File: src/rtl/mult_div_pkg.sv
// rtl/mult_div_pkg.sv - shared encodings and defaults for the multiply/divide unit
package mult_div_pkg;

    localparam int LARGURA_PADRAO = 32;

    typedef enum logic [2:0] {
        OP_MULT  = 3'b000,
        OP_MULTU = 3'b001,
        OP_DIV   = 3'b010,
        OP_DIVU  = 3'b011,
        OP_MTHI  = 3'b100,
        OP_MTLO  = 3'b101,
        OP_NOP0  = 3'b110,
        OP_NOP1  = 3'b111
    } operacao_t;

    typedef enum logic [1:0] {
        OCIOSO  = 2'd0,
        CALCULA = 2'd1,
        AJUSTA  = 2'd2
    } estado_t;

endpackage

File: src/rtl/passo_mult_div.sv
// rtl/passo_mult_div.sv - one iteration of shift-add multiply / restoring divide
module passo_mult_div
    import mult_div_pkg::*;
#(
    parameter int LARGURA = LARGURA_PADRAO
) (
    input  logic               modo_div,
    input  logic [LARGURA-1:0] acc,
    input  logic [LARGURA-1:0] q,
    input  logic [LARGURA-1:0] operando,
    output logic [LARGURA-1:0] acc_prox,
    output logic [LARGURA-1:0] q_prox
);

    logic [LARGURA:0]   soma;
    logic [LARGURA:0]   deslocado;
    logic [LARGURA-1:0] dif;
    logic               cabe;

    // Multiply: {acc,q} is the partial product, q[0] selects add-or-pass, then shift right.
    // Divide: shift remainder left taking the next dividend bit from q, trial-subtract.
    always_comb begin
        soma      = {1'b0, acc} + (q[0] ? {1'b0, operando} : '0);
        deslocado = {acc, q[LARGURA-1]};
        dif       = deslocado[LARGURA-1:0] - operando;
        cabe      = (deslocado >= {1'b0, operando});
        if (modo_div) begin
            acc_prox = cabe ? dif : deslocado[LARGURA-1:0];
            q_prox   = {q[LARGURA-2:0], cabe};
        end else begin
            acc_prox = soma[LARGURA:1];
            q_prox   = {soma[0], q[LARGURA-1:1]};
        end
    end

endmodule

File: src/rtl/unidade_mult_div.sv
// rtl/unidade_mult_div.sv - iterative MIPS HI/LO multiply/divide unit (divider gated by MULT_DIV_DIVISAO_EN)
module unidade_mult_div
    import mult_div_pkg::*;
#(
    parameter int LARGURA = LARGURA_PADRAO
) (
    input  logic               Clock,
    input  logic               Reset_n,
    input  logic               Inicio,
    input  logic [2:0]         Operacao,
    input  logic [LARGURA-1:0] Rs,
    input  logic [LARGURA-1:0] Rt,
    output logic               Ocupado,
    output logic               Pronto,
    output logic               Div_zero,
    output logic [LARGURA-1:0] Hi,
    output logic [LARGURA-1:0] Lo
);

    localparam int CW = $clog2(LARGURA);

    estado_t              estado;
    logic [CW-1:0]        cnt;
    logic [LARGURA-1:0]   acc;
    logic [LARGURA-1:0]   q;
    logic [LARGURA-1:0]   b;
    logic                 eh_div;
    logic                 neg_q;
    logic                 neg_r;
    logic                 zero_flag;

    logic [LARGURA-1:0]   acc_prox;
    logic [LARGURA-1:0]   q_prox;

    logic                 com_sinal;
    logic                 neg_rs;
    logic                 neg_rt;
    logic [LARGURA-1:0]   mag_rs;
    logic [LARGURA-1:0]   mag_rt;
    logic                 rt_zero;
    logic [2*LARGURA-1:0] produto;
    logic [2*LARGURA-1:0] produto_neg;

    // Operand magnitudes and signs for the signed ops, taken straight from the register file
    always_comb begin
        com_sinal   = (Operacao == OP_MULT) || (Operacao == OP_DIV);
        neg_rs      = com_sinal & Rs[LARGURA-1];
        neg_rt      = com_sinal & Rt[LARGURA-1];
        mag_rs      = neg_rs ? -Rs : Rs;
        mag_rt      = neg_rt ? -Rt : Rt;
        rt_zero     = (Rt == '0);
        produto     = {acc, q};
        produto_neg = -produto;
    end

    passo_mult_div #(.LARGURA(LARGURA)) u_passo (
        .modo_div (eh_div),
        .acc      (acc),
        .q        (q),
        .operando (b),
        .acc_prox (acc_prox),
        .q_prox   (q_prox)
    );

    // Control FSM, iteration counter, sign correction and the architectural HI/LO registers
    always_ff @(posedge Clock or negedge Reset_n) begin
        if (!Reset_n) begin
            estado    <= OCIOSO;
            cnt       <= '0;
            acc       <= '0;
            q         <= '0;
            b         <= '0;
            eh_div    <= 1'b0;
            neg_q     <= 1'b0;
            neg_r     <= 1'b0;
            zero_flag <= 1'b0;
            Hi        <= '0;
            Lo        <= '0;
            Ocupado   <= 1'b0;
            Pronto    <= 1'b0;
            Div_zero  <= 1'b0;
        end else begin
            Pronto   <= 1'b0;
            Div_zero <= 1'b0;
            case (estado)
                OCIOSO: begin
                    if (Inicio) begin
                        case (operacao_t'(Operacao))
                            OP_MULT, OP_MULTU: begin
                                acc       <= '0;
                                q         <= mag_rt;
                                b         <= mag_rs;
                                eh_div    <= 1'b0;
                                neg_q     <= neg_rs ^ neg_rt;
                                neg_r     <= 1'b0;
                                zero_flag <= 1'b0;
                                cnt       <= '0;
                                Ocupado   <= 1'b1;
                                estado    <= CALCULA;
                            end
                            OP_DIV, OP_DIVU: begin
`ifdef MULT_DIV_DIVISAO_EN
                                acc    <= '0;
                                eh_div <= 1'b1;
                                cnt    <= '0;
                                if (rt_zero) begin
                                    // Zero divisor: raw dividend so the remainder comes back as Rs
                                    q         <= Rs;
                                    b         <= '0;
                                    neg_q     <= 1'b0;
                                    neg_r     <= 1'b0;
                                    zero_flag <= 1'b1;
                                end else begin
                                    q         <= mag_rs;
                                    b         <= mag_rt;
                                    neg_q     <= neg_rs ^ neg_rt;
                                    neg_r     <= neg_rs;
                                    zero_flag <= 1'b0;
                                end
                                Ocupado <= 1'b1;
                                estado  <= CALCULA;
`else
                                // No divider: acknowledge immediately and leave HI/LO alone
                                Pronto <= 1'b1;
`endif
                            end
                            OP_MTHI: Hi <= Rs;
                            OP_MTLO: Lo <= Rs;
                            default: ;
                        endcase
                    end
                end
                CALCULA: begin
                    acc <= acc_prox;
                    q   <= q_prox;
                    cnt <= cnt + 1'b1;
                    if (cnt == CW'(LARGURA - 1)) begin
                        estado <= AJUSTA;
                    end
                end
                AJUSTA: begin
                    if (eh_div) begin
                        Lo <= neg_q ? -q : q;
                        Hi <= neg_r ? -acc : acc;
                    end else begin
                        {Hi, Lo} <= neg_q ? produto_neg : produto;
                    end
                    Div_zero <= zero_flag;
                    Pronto   <= 1'b1;
                    Ocupado  <= 1'b0;
                    estado   <= OCIOSO;
                end
                default: estado <= OCIOSO;
            endcase
        end
    end

endmodule

File: config.mk
export PLATFORM = sky130hd
export DESIGN_NAME = unidade_mult_div
export DESIGN_NICKNAME = d
export VERILOG_FILES = /design/src/rtl/mult_div_pkg.sv /design/src/rtl/passo_mult_div.sv /design/src/rtl/unidade_mult_div.sv
export SDC_FILE = /design/constraint.sdc
export NUM_CORES = 1
export LEC_CHECK = 0
export ABC_CLOCK_PERIOD_IN_PS = 3600
export BUFFER_PORTS_ARGS = -buffer_cell sky130_fd_sc_hd__buf_2
export CAP_MARGIN = 20
export CORE_MARGIN = 5
export CORE_UTILIZATION = 48
export CTS_BUF_LIST = sky130_fd_sc_hd__clkbuf_4
export CTS_CLUSTER_SIZE = 30
export DETAILED_ROUTE_END_ITERATION = 8
export MAX_ROUTING_LAYER = met4
export PLACE_DENSITY_LB_ADDON = 0.25
export SLEW_MARGIN = 25
export SYNTH_ARGS = -nofsm -noshare
export SYNTH_HDL_FRONTEND = slang
export SYNTH_SLANG_ARGS = --single-unit
File: constraint.sdc
create_clock -name Clock -period 3.6 [get_ports Clock]
set_input_delay 1.08 -clock Clock [delete_from_list [all_inputs] [get_ports Clock]]
set_output_delay 1.08 -clock Clock [all_outputs]
set_load 0.005 [all_outputs]
==> Word-level counts from Yosys, hierarchy flattened <==
Index checks and enable logic that the tools add are counted.
{ "totals": {"input_bits": 70, "register_bits": 170, "wordCells": 73} }
{ "classes": {"n_reduce_logical": 13, "n_eq_ne": 13, "muxes": 29, "bitwise": 3, "add_sub_neg": 5} }
{ "ops": {"columns": ["cell", "count"], "rows": [
  ["two-way mux 32 bit", 11],
  ["one-hot mux 32 bit (2 select lines)", 4],
  ["two-way mux 64 bit", 1],
  ["negator 32 bit", 2],
  ["negator 64 bit", 1],
  ["adder 32 x 33 -> 33 bit", 1],
  ["AND reduction 3 bit", 6],
  ["two-way mux 5 bit", 2],
  ["one-hot mux 5 bit (2 select lines)", 1],
  ["== test 3 x 2 -> 1 bit (second input constant)", 2],
  ["== test 3 bit (second input constant)", 2],
  ["two-way mux 2 bit", 3],
  ["inequality test 2 x 1 -> 1 bit (second input constant)", 3],
  ["adder 5 x 1 -> 5 bit (second input constant)", 1],
  ["== test 5 bit (second input constant)", 1],
  ["two-way mux 1 bit", 4],
  ["inequality test 2 bit (second input constant)", 2],
  ["one-hot mux 1 bit (2 select lines)", 2],
  ["one-hot mux 2 bit (2 select lines)", 1],
  ["nonzero test 2 bit", 2],
  ["OR reduction 2 bit", 2],
  ["== test 3 x 1 -> 1 bit (second input constant)", 1],
  ["zero test 3 bit", 1],
  ["bitwise AND 1 bit", 2],
  ["5 further kinds", 5]
]} }

==> Longest topological paths before layout <==
Gate-level depths: netlist of run 1.
{ "logic_depth": {"ltp_word": 7, "depth_mapped": 13, "ltp_nobuf": 11} }

==> By module <==
Synthesis of run 1 repeated with hierarchy kept, for this count alone.
{ "unflattened": {"cells_unflattened": 1759, "hier_area_um2": 14651.6} }
{ "by_module_without_submodules": {"columns": ["mod", "area_per_inst_um2", "instances", "cells_per_inst"], "rows": [
  ["unidade_mult_div", 9875.7, 1, 1063],
  ["passo_mult_div", 4775.8, 1, 696]
]} }

==> Worst setup path after synthesis of run 1 <==
No wires, ideal clock.
{ "synth_path": {"path_kind": "in2reg", "start": "in Rs[17]", "end": "reg b[25]", "setup_slack_ns": 0.377, "setup_ns": 0.133, "arrival_time_ns": 3.090, "cell_stages": 7, "cell_sequence": "or4_1 -> or3_1 -> or4_1 -> nand2b_1 -> o31ai_1 -> xor2_1 -> o21ai_0"} }
{ "synth_via": {"elab_chain_len": 2} }
{ "synth_rtl": {"columns": ["item", "line", "text"], "rows": [
  ["from (decl)", "unidade_mult_div.sv:11", "input logic [LARGURA-1:0] Rs,"],
  ["negator 32 bit", "unidade_mult_div.sv:49", "mag_rs = neg_rs ? -Rs : Rs;"],
  ["two-way mux 32 bit", "unidade_mult_div.sv:49", null],
  ["to (signal assigned)", "unidade_mult_div.sv:92", "b <= mag_rs;"],
  ["to (decl)", "unidade_mult_div.sv:26", "logic [LARGURA-1:0] b;"]
]} }
No other way between the ends.
A chain may end at the register's enable or synchronous reset.

==> Worst setup path in the final report of run 1 <==
{ "layout_path": {"start": "reg q[0]", "end": "reg acc[23]"} }
{ "layout_via": {"elab_chain_len": 3} }
{ "layout_rtl": {"columns": ["item", "line", "text"], "rows": [
  ["from (decl)", "unidade_mult_div.sv:25", "logic [LARGURA-1:0] q;"],
  ["from (signal assigned)", "unidade_mult_div.sv:91", "q <= mag_rt;"],
  ["from (signal assigned)", "unidade_mult_div.sv:135", "q <= q_prox;"],
  ["two-way mux 32 bit", "passo_mult_div.sv:23", "soma = {1'b0, acc} + (q[0] ? {1'b0, operando} : '0);"],
  ["adder 32 x 33 -> 33 bit", "passo_mult_div.sv:23", null],
  ["one-hot mux 32 bit (2 select lines)", "unidade_mult_div.sv:85", "case (estado)"],
  ["to (signal assigned)", "unidade_mult_div.sv:134", "acc <= acc_prox;"],
  ["to (decl)", "unidade_mult_div.sv:24", "logic [LARGURA-1:0] acc;"]
]} }
No other way between the ends.

==> results of run 1 <==
## cell families after synthesis
group,Yosys count,share of synthesized area
XOR/XNOR,135,0.101
AND/OR/NAND/NOR,449,0.193
other,1,0.000319
multiplexers,30,0.0262
buffers and inverters,112,0.0370
AO/OA/AOI/OAI,445,0.239
adder cells (fa/ha/maj),38,0.0411
flip-flops,170,0.362
## power by group
part	internal (mW)	total, mW	switching (mW)
Combinational	2.07	4.70	2.63
Clock	0.313	1.13	0.821
Sequential	2.67	3.51	0.839
## final timing paths
check                                  startpoint  cells after the start             endpoint  slack (ns)
worst min register to register  b[23]$_DFFE_PN0P_                      2    b[23]$_DFFE_PN0P_        0.50
min in group Clock              b[23]$_DFFE_PN0P_                      2    b[23]$_DFFE_PN0P_        0.50
max in group asynchronous                 Reset_n                      2   Hi[27]$_DFFE_PN0P_        2.45
worst max-delay path             q[0]$_DFFE_PN0P_                     13  acc[23]$_DFFE_PN0P_        0.22
worst max register to register   q[0]$_DFFE_PN0P_                     13  acc[23]$_DFFE_PN0P_        0.22
worst min-delay path                      Reset_n                      1   Hi[10]$_DFFE_PN0P_        0.38
## critical path, stage by stage (launching register included)
cell	delay, ns
dfrtp_1	0.42
buf_4	0.17
and2_1	0.12
ha_1	0.16
inv_1	0.06
fa_1	0.40
nor2b_1	0.18
o211ai_1	0.13
a21o_1	0.22
a21o_1	0.25
a2111oi_1	0.60
buf_4	0.21
nor3_1	0.05
a2111o_1	0.34
## registers in the layout, summed over array words and instances (netlist names), 2 cells and up
| signal | cells |
|---|---|
| acc | 32 |
| Lo | 32 |
| estado | 2 |
| Hi | 32 |
| b | 32 |
| cnt | 5 |
| q | 32 |
## routing by layer
layer | GRT usage | vias to the layer above
met3 | 0.0460 | 65
met4 | 0.0797 | 0
li1 | - | 5238
met1 | 0.385 | 5270
met5 | - | -
met2 | 0.412 | 453
## layout by cell type (no fill, tap or decap), types with 5 or more instances in the layout
cell / netlist / routed
a211oi_1: 35 / 35
a21o_1: 19 / 19
a21oi_1: 103 / 103
a22o_1: 5 / 5
a22oi_1: 32 / 32
a31oi_1: 10 / 10
a32o_1: 8 / 8
and2_1: 40 / 40
buf_12: 0 / 5
buf_2: 1 / 134
buf_4: 1 / 48
clkbuf_4: 0 / 17
dfrtp_1: 170 / 169
ha_1: 37 / 37
inv_1: 23 / 23
inv_6: 0 / 5
mux2_2: 6 / 6
mux2i_1: 24 / 24
nand2_1: 151 / 150
nand2b_1: 15 / 14
nand3_1: 17 / 17
nand4_1: 9 / 9
nor2_1: 65 / 65
nor2b_1: 40 / 38
nor3_1: 33 / 33
nor4_1: 14 / 12
o211ai_1: 5 / 5
o21a_1: 10 / 10
o21ai_0: 143 / 143
o31ai_1: 30 / 30
o41ai_1: 16 / 16
or3_1: 22 / 22
or4_1: 16 / 16
xnor2_1: 71 / 71
xor2_1: 64 / 64
## through the flow
| step | cell area (um^2) | setup WS [ns] | util |
|---|---|---|---|
| 6_report | 13300 | 0.216 | 0.548 |
| 4_1_cts | 13300 | 0.229 | 0.547 |
| 2_1_floorplan | 11800 | 0.377 | - |
| 3_3_place_gp | 13000 | 0.114 | 0.536 |
| 3_5_place_dp | 13000 | 0.0348 | 0.536 |
| 5_1_grt | 13300 | 0.0162 | 0.548 |
## layout make-up
type | count | area [um^2]
Antenna cell | 3 | 7.51
Inverter | 23 | 86.3
Clock buffer | 17 | 128
Sequential cell | 170 | 4260
Clock inverter | 15 | 148
Fill cell | 2296 | 11000
Multi-Input combinational cell | 1098 | 7110
Tap cell | 324 | 405
Timing Repair Buffer | 188 | 1140
==> flow_summary.toml, run 1 <==
[place]
dp.cells = 1803
place_hpwl_um = 28000
place.gp.congestion = 0.957
port_buffers = 135

[power]
ir_drop_mv = 0.306
power.total_mw = 9.34
p_leak_nw = 5.81
powerDensity_mw_per_mm2 = 704

[sta]
hold_ws_ns = 0.376
fmax_mhz = 295
relSlewSlack = 0.436
maxSlewViolCount = 0
setup_viol = 0
worst_pin_slew_ns = 0.839
post-route-period-util = 0.940
tns_ns = 0
fin_crit_ns = 3.38
rsz0062_at_grt = "no"
clock-skew-final_ns = 0.0263
hold_viol_final = 0

[critical_path]
critPathKind = "register to register"
end_kind = "register"
cp.arrival_ns = 3.89
required_ns = 4.10
path_max_fanout = 6
start_kind = "register"

[yosys]
synth_area_leaders = "dfrtp_1 (36%), o21ai_0 (6.1%), xnor2_1 (5.3%)"
yosysSeqAreaShare = 0.362
syn_area_mm2 = 0.0118
synth_flop_cell = "dfrtp_1"
yosysMostFrequentCell = "dfrtp_1"
syn_nets = 1488
synthArstFlopShare = 1.00
synth_area_leader_cell = "dfrtp_1"
synthTopCellsByCount = "dfrtp_1 (170), nand2_1 (151), o21ai_0 (143), a21oi_1 (103), clkbuf_1 (77)"
synth.avg_cell_area_um2 = 8.52
synthCells = 1380
ys_types = 69
ys_ff_latch = 170
synth_edf_count = 0
synth.top_cell.area_share = 0.362
yosys_warnings = 0

[route]
routedWlPerCell_um = 20.2
first_iter_violations = 1010
dr_wl_met2_um = 16700
wirelength_met1_um = 16400
viasPerCell = 6.00
num_vias = 11026
routed_wl_um = 37200
ant_nets = 0
route.top_layer_used = "met4"
dr_wl_met3_um = 3150
drt_first_pass_iters = 5
drc = 0

[die]
coreArea_mm2 = 0.0242
rows = 57
initial_core_util = 0.485
die_w_um = 166
ios = 137
die_h_um = 166
die_area_mm2 = 0.0277

[global_routing]
grt_usage = 0.274
grt_pass1_vias = 10593
grt_overflow_total = 0
antenna_found_initial = 2
grt_pass1_wl_um = 59500
grt_max_degree = 72

[clocking]
cts_tree = "yes"
clockRootBuffer = "clkbuf_4"
h-tree-depth = 4
cts.sinks = 170
clock_latency_ns = 0.61
clock_path_buffers = 2
numCtsBuffers = 17
ctsHoldBuffers = 0
clk_pin_slew_ns = 0.17
post_cts_buffers = 0
cts_resized = 0

[layout]
stdcell_count = 1838
area_delta_synth_final_pct = 13.0
final_nets = 1606
drive_above_1_share = 0.164

[job]
cap_violations = 0

[run_status]
outcome = "completed"

[hold_path]
hp-class = "primary input to async pin"
Note: power is estimated with default switching activity, not from simulation.
==> inputs of run 2 (changes only) <==
--- a/config.mk
+++ b/config.mk
@@ -5,7 +5,7 @@
 export SDC_FILE = /design/constraint.sdc
 export NUM_CORES = 1
 export LEC_CHECK = 0
-export ABC_CLOCK_PERIOD_IN_PS = 3600
+export ABC_CLOCK_PERIOD_IN_PS = 3050
 export BUFFER_PORTS_ARGS = -buffer_cell sky130_fd_sc_hd__buf_2
 export CAP_MARGIN = 20
 export CORE_MARGIN = 5
@@ -14,7 +14,7 @@
 export CTS_CLUSTER_SIZE = 30
 export DETAILED_ROUTE_END_ITERATION = 8
 export MAX_ROUTING_LAYER = met4
-export PLACE_DENSITY_LB_ADDON = 0.25
+export PLACE_DENSITY = 0.81
 export SLEW_MARGIN = 25
 export SYNTH_ARGS = -nofsm -noshare
 export SYNTH_HDL_FRONTEND = slang
==> constraint.sdc (replaced) <==
create_clock -name Clock -period 3.05 [get_ports Clock]
set_input_delay 0.915 -clock Clock [delete_from_list [all_inputs] [get_ports Clock]]
set_output_delay 0.915 -clock Clock [all_outputs]
set_load 0.005 [all_outputs]
==> run 2 against run 1 <==
Setup slack worse by 0.17 ns. Utilization is 3.4 points higher. Non-clock buffer count is 78 higher. Global-route usage is 0.075 points lower. Clock-buffer cell count is 4 higher. Largest power group unchanged.
==> flow_summary.toml, run 2 (same netlist as run 1, synthesis figures left out) <==
[global_routing]
use_met2 = 0.414
grt_pass1_wl_um = 59500
antenna_found_initial = 2
grt_overflow_total = 0
use_met3 = 0.0427
grtUsageMet1 = 0.383
grt_pass1_vias = 10880
grt_max_degree = 72
gr-max-usage-layer = "met2"
grt_usage = 0.274

[critical_path]
regToRegEndpoint = "acc[23]$_DFFE_PN0P_"
startpoint = "q[0]$_DFFE_PN0P_"
ff2ff_path_depth = 12
r2r_slack_ns = 0.05
required_ns = 3.55
cp.arrival_ns = 3.50
reg2reg_from = "q[0]$_DFFE_PN0P_"
path_max_fanout = 5
endpoint = "acc[23]$_DFFE_PN0P_"
start_kind = "register"
critPathKind = "register to register"
end_kind = "register"

[sta]
fmax_mhz = 333
setup_slack_ns = 0.0485
hold_ws_ns = 0.252
clock-skew-final_ns = 0.0204
worst_pin_slew_ns = 0.860
rsz0062_at_grt = "yes"
setup_viol = 0
maxSlewViolCount = 0
fin_crit_ns = 3.00
relSlewSlack = 0.425
post-route-period-util = 0.984
hold_viol_final = 0
tns_ns = 0

[die]
die_w_um = 166
ios = 137
die_area_mm2 = 0.0277
initial_core_util = 0.485
die_h_um = 166
coreArea_mm2 = 0.0242
rows = 57

[place]
post_dp_cell_area_mm2 = 0.0136
place_hpwl_um = 28900
pre_cts_ws_ns = -0.290
port_buffers = 135
dp.cells = 1877
place.gp.congestion = 0.952

[layout]
layout_common_cells = "dfrtp_1 (168), nand2_1 (150), o21ai_0 (140)"
drive_above_1_share = 0.224
final_nets = 1684
stdcell_count = 1912
design_area_mm2 = 0.0141
area_delta_synth_final_pct = 20.1
final_common_cell = "dfrtp_1"

[clocking]
clock_path_buffers = 2
clock_latency_ns = 0.60
ctsHoldBuffers = 0
cts_tree = "yes"
clockRootBuffer = "clkbuf_4"
h-tree-depth = 4
clk_pin_slew_ns = 0.15
numCtsBuffers = 17
cts.sinks = 170

[power]
p_leak_nw = 6.21
powerDensity_mw_per_mm2 = 828
ir_drop_mv = 0.320

[route]
drc = 0
drt_first_pass_iters = 6
first_iter_violations = 1204
viasPerCell = 6.01
num_vias = 11483
routedWlPerCell_um = 20.0
ant_nets = 0
routed_wl_um = 38200

[hold_path]
hp-class = "primary input to async pin"

[run_status]
outcome = "completed"

[job]
cap_violations = 0
-- run 2: stage by stage --
step,util,power (mW)
floorplan,-,7.62
global placement,0.560,9.97
detailed placement,0.560,10.1
CTS,0.570,11.3
global route,0.582,12.5
finish,0.582,11.7
-- run 2: layer usage --
metal | up-vias | share of wire
li1 | 5396 | -
met1 | 5533 | 0.43
met2 | 496 | 0.46
met3 | 58 | 0.082
met4 | 0 | 0.025
met5 | - | 0
-- run 2: worst min path at each step --
stage	startpoint	to	slack, ns	depth (start not counted)
after floorplan	b[31]$_DFFE_PN0P_	b[31]$_DFFE_PN0P_	0.44	2
after global placement	b[19]$_DFFE_PN0P_	b[19]$_DFFE_PN0P_	0.46	2
after detailed placement	b[28]$_DFFE_PN0P_	b[28]$_DFFE_PN0P_	0.46	2
after CTS	Reset_n	acc[15]$_DFFE_PN0P_	0.26	1
after global routing	Reset_n	acc[15]$_DFFE_PN0P_	0.27	1
final	Reset_n	Hi[22]$_DFFE_PN0P_	0.25	1
-- run 2: layout make-up --
type | count | area (um^2)
Clock inverter | 9 | 71.3
Sequential cell | 170 | 4260
Clock buffer | 21 | 158
Antenna cell | 1 | 2.50
Timing Repair Buffer | 266 | 1800
Tap cell | 324 | 405
Multi-Input combinational cell | 1098 | 7330
Fill cell | 2133 | 10100
Inverter | 23 | 86.3
-- run 2: repair_timing --
item                       4_1_cts  5_1_grt
gates cloned                     0        2
buffers inserted                 0        3
setup endpoints to repair        4       16
pin swaps                        0       15
resized for setup                3       45
-- run 2: critical path: stages, from the launching register on --
cell	delay, ns
dfrtp_2	0.52
and2_1	0.17
ha_1	0.16
inv_1	0.06
fa_2	0.37
nor2b_4	0.14
o211ai_1	0.14
a21o_1	0.24
a21o_1	0.23
a2111oi_4	0.32
buf_4	0.17
nor3_1	0.05
a2111o_1	0.35
-- run 2: report_power, final --
part           switching [mW]  internal (mW)  total [mW]
sequential              0.894           3.16        4.05
clock                   0.839          0.358        1.20
combinational            3.47           2.96        6.44
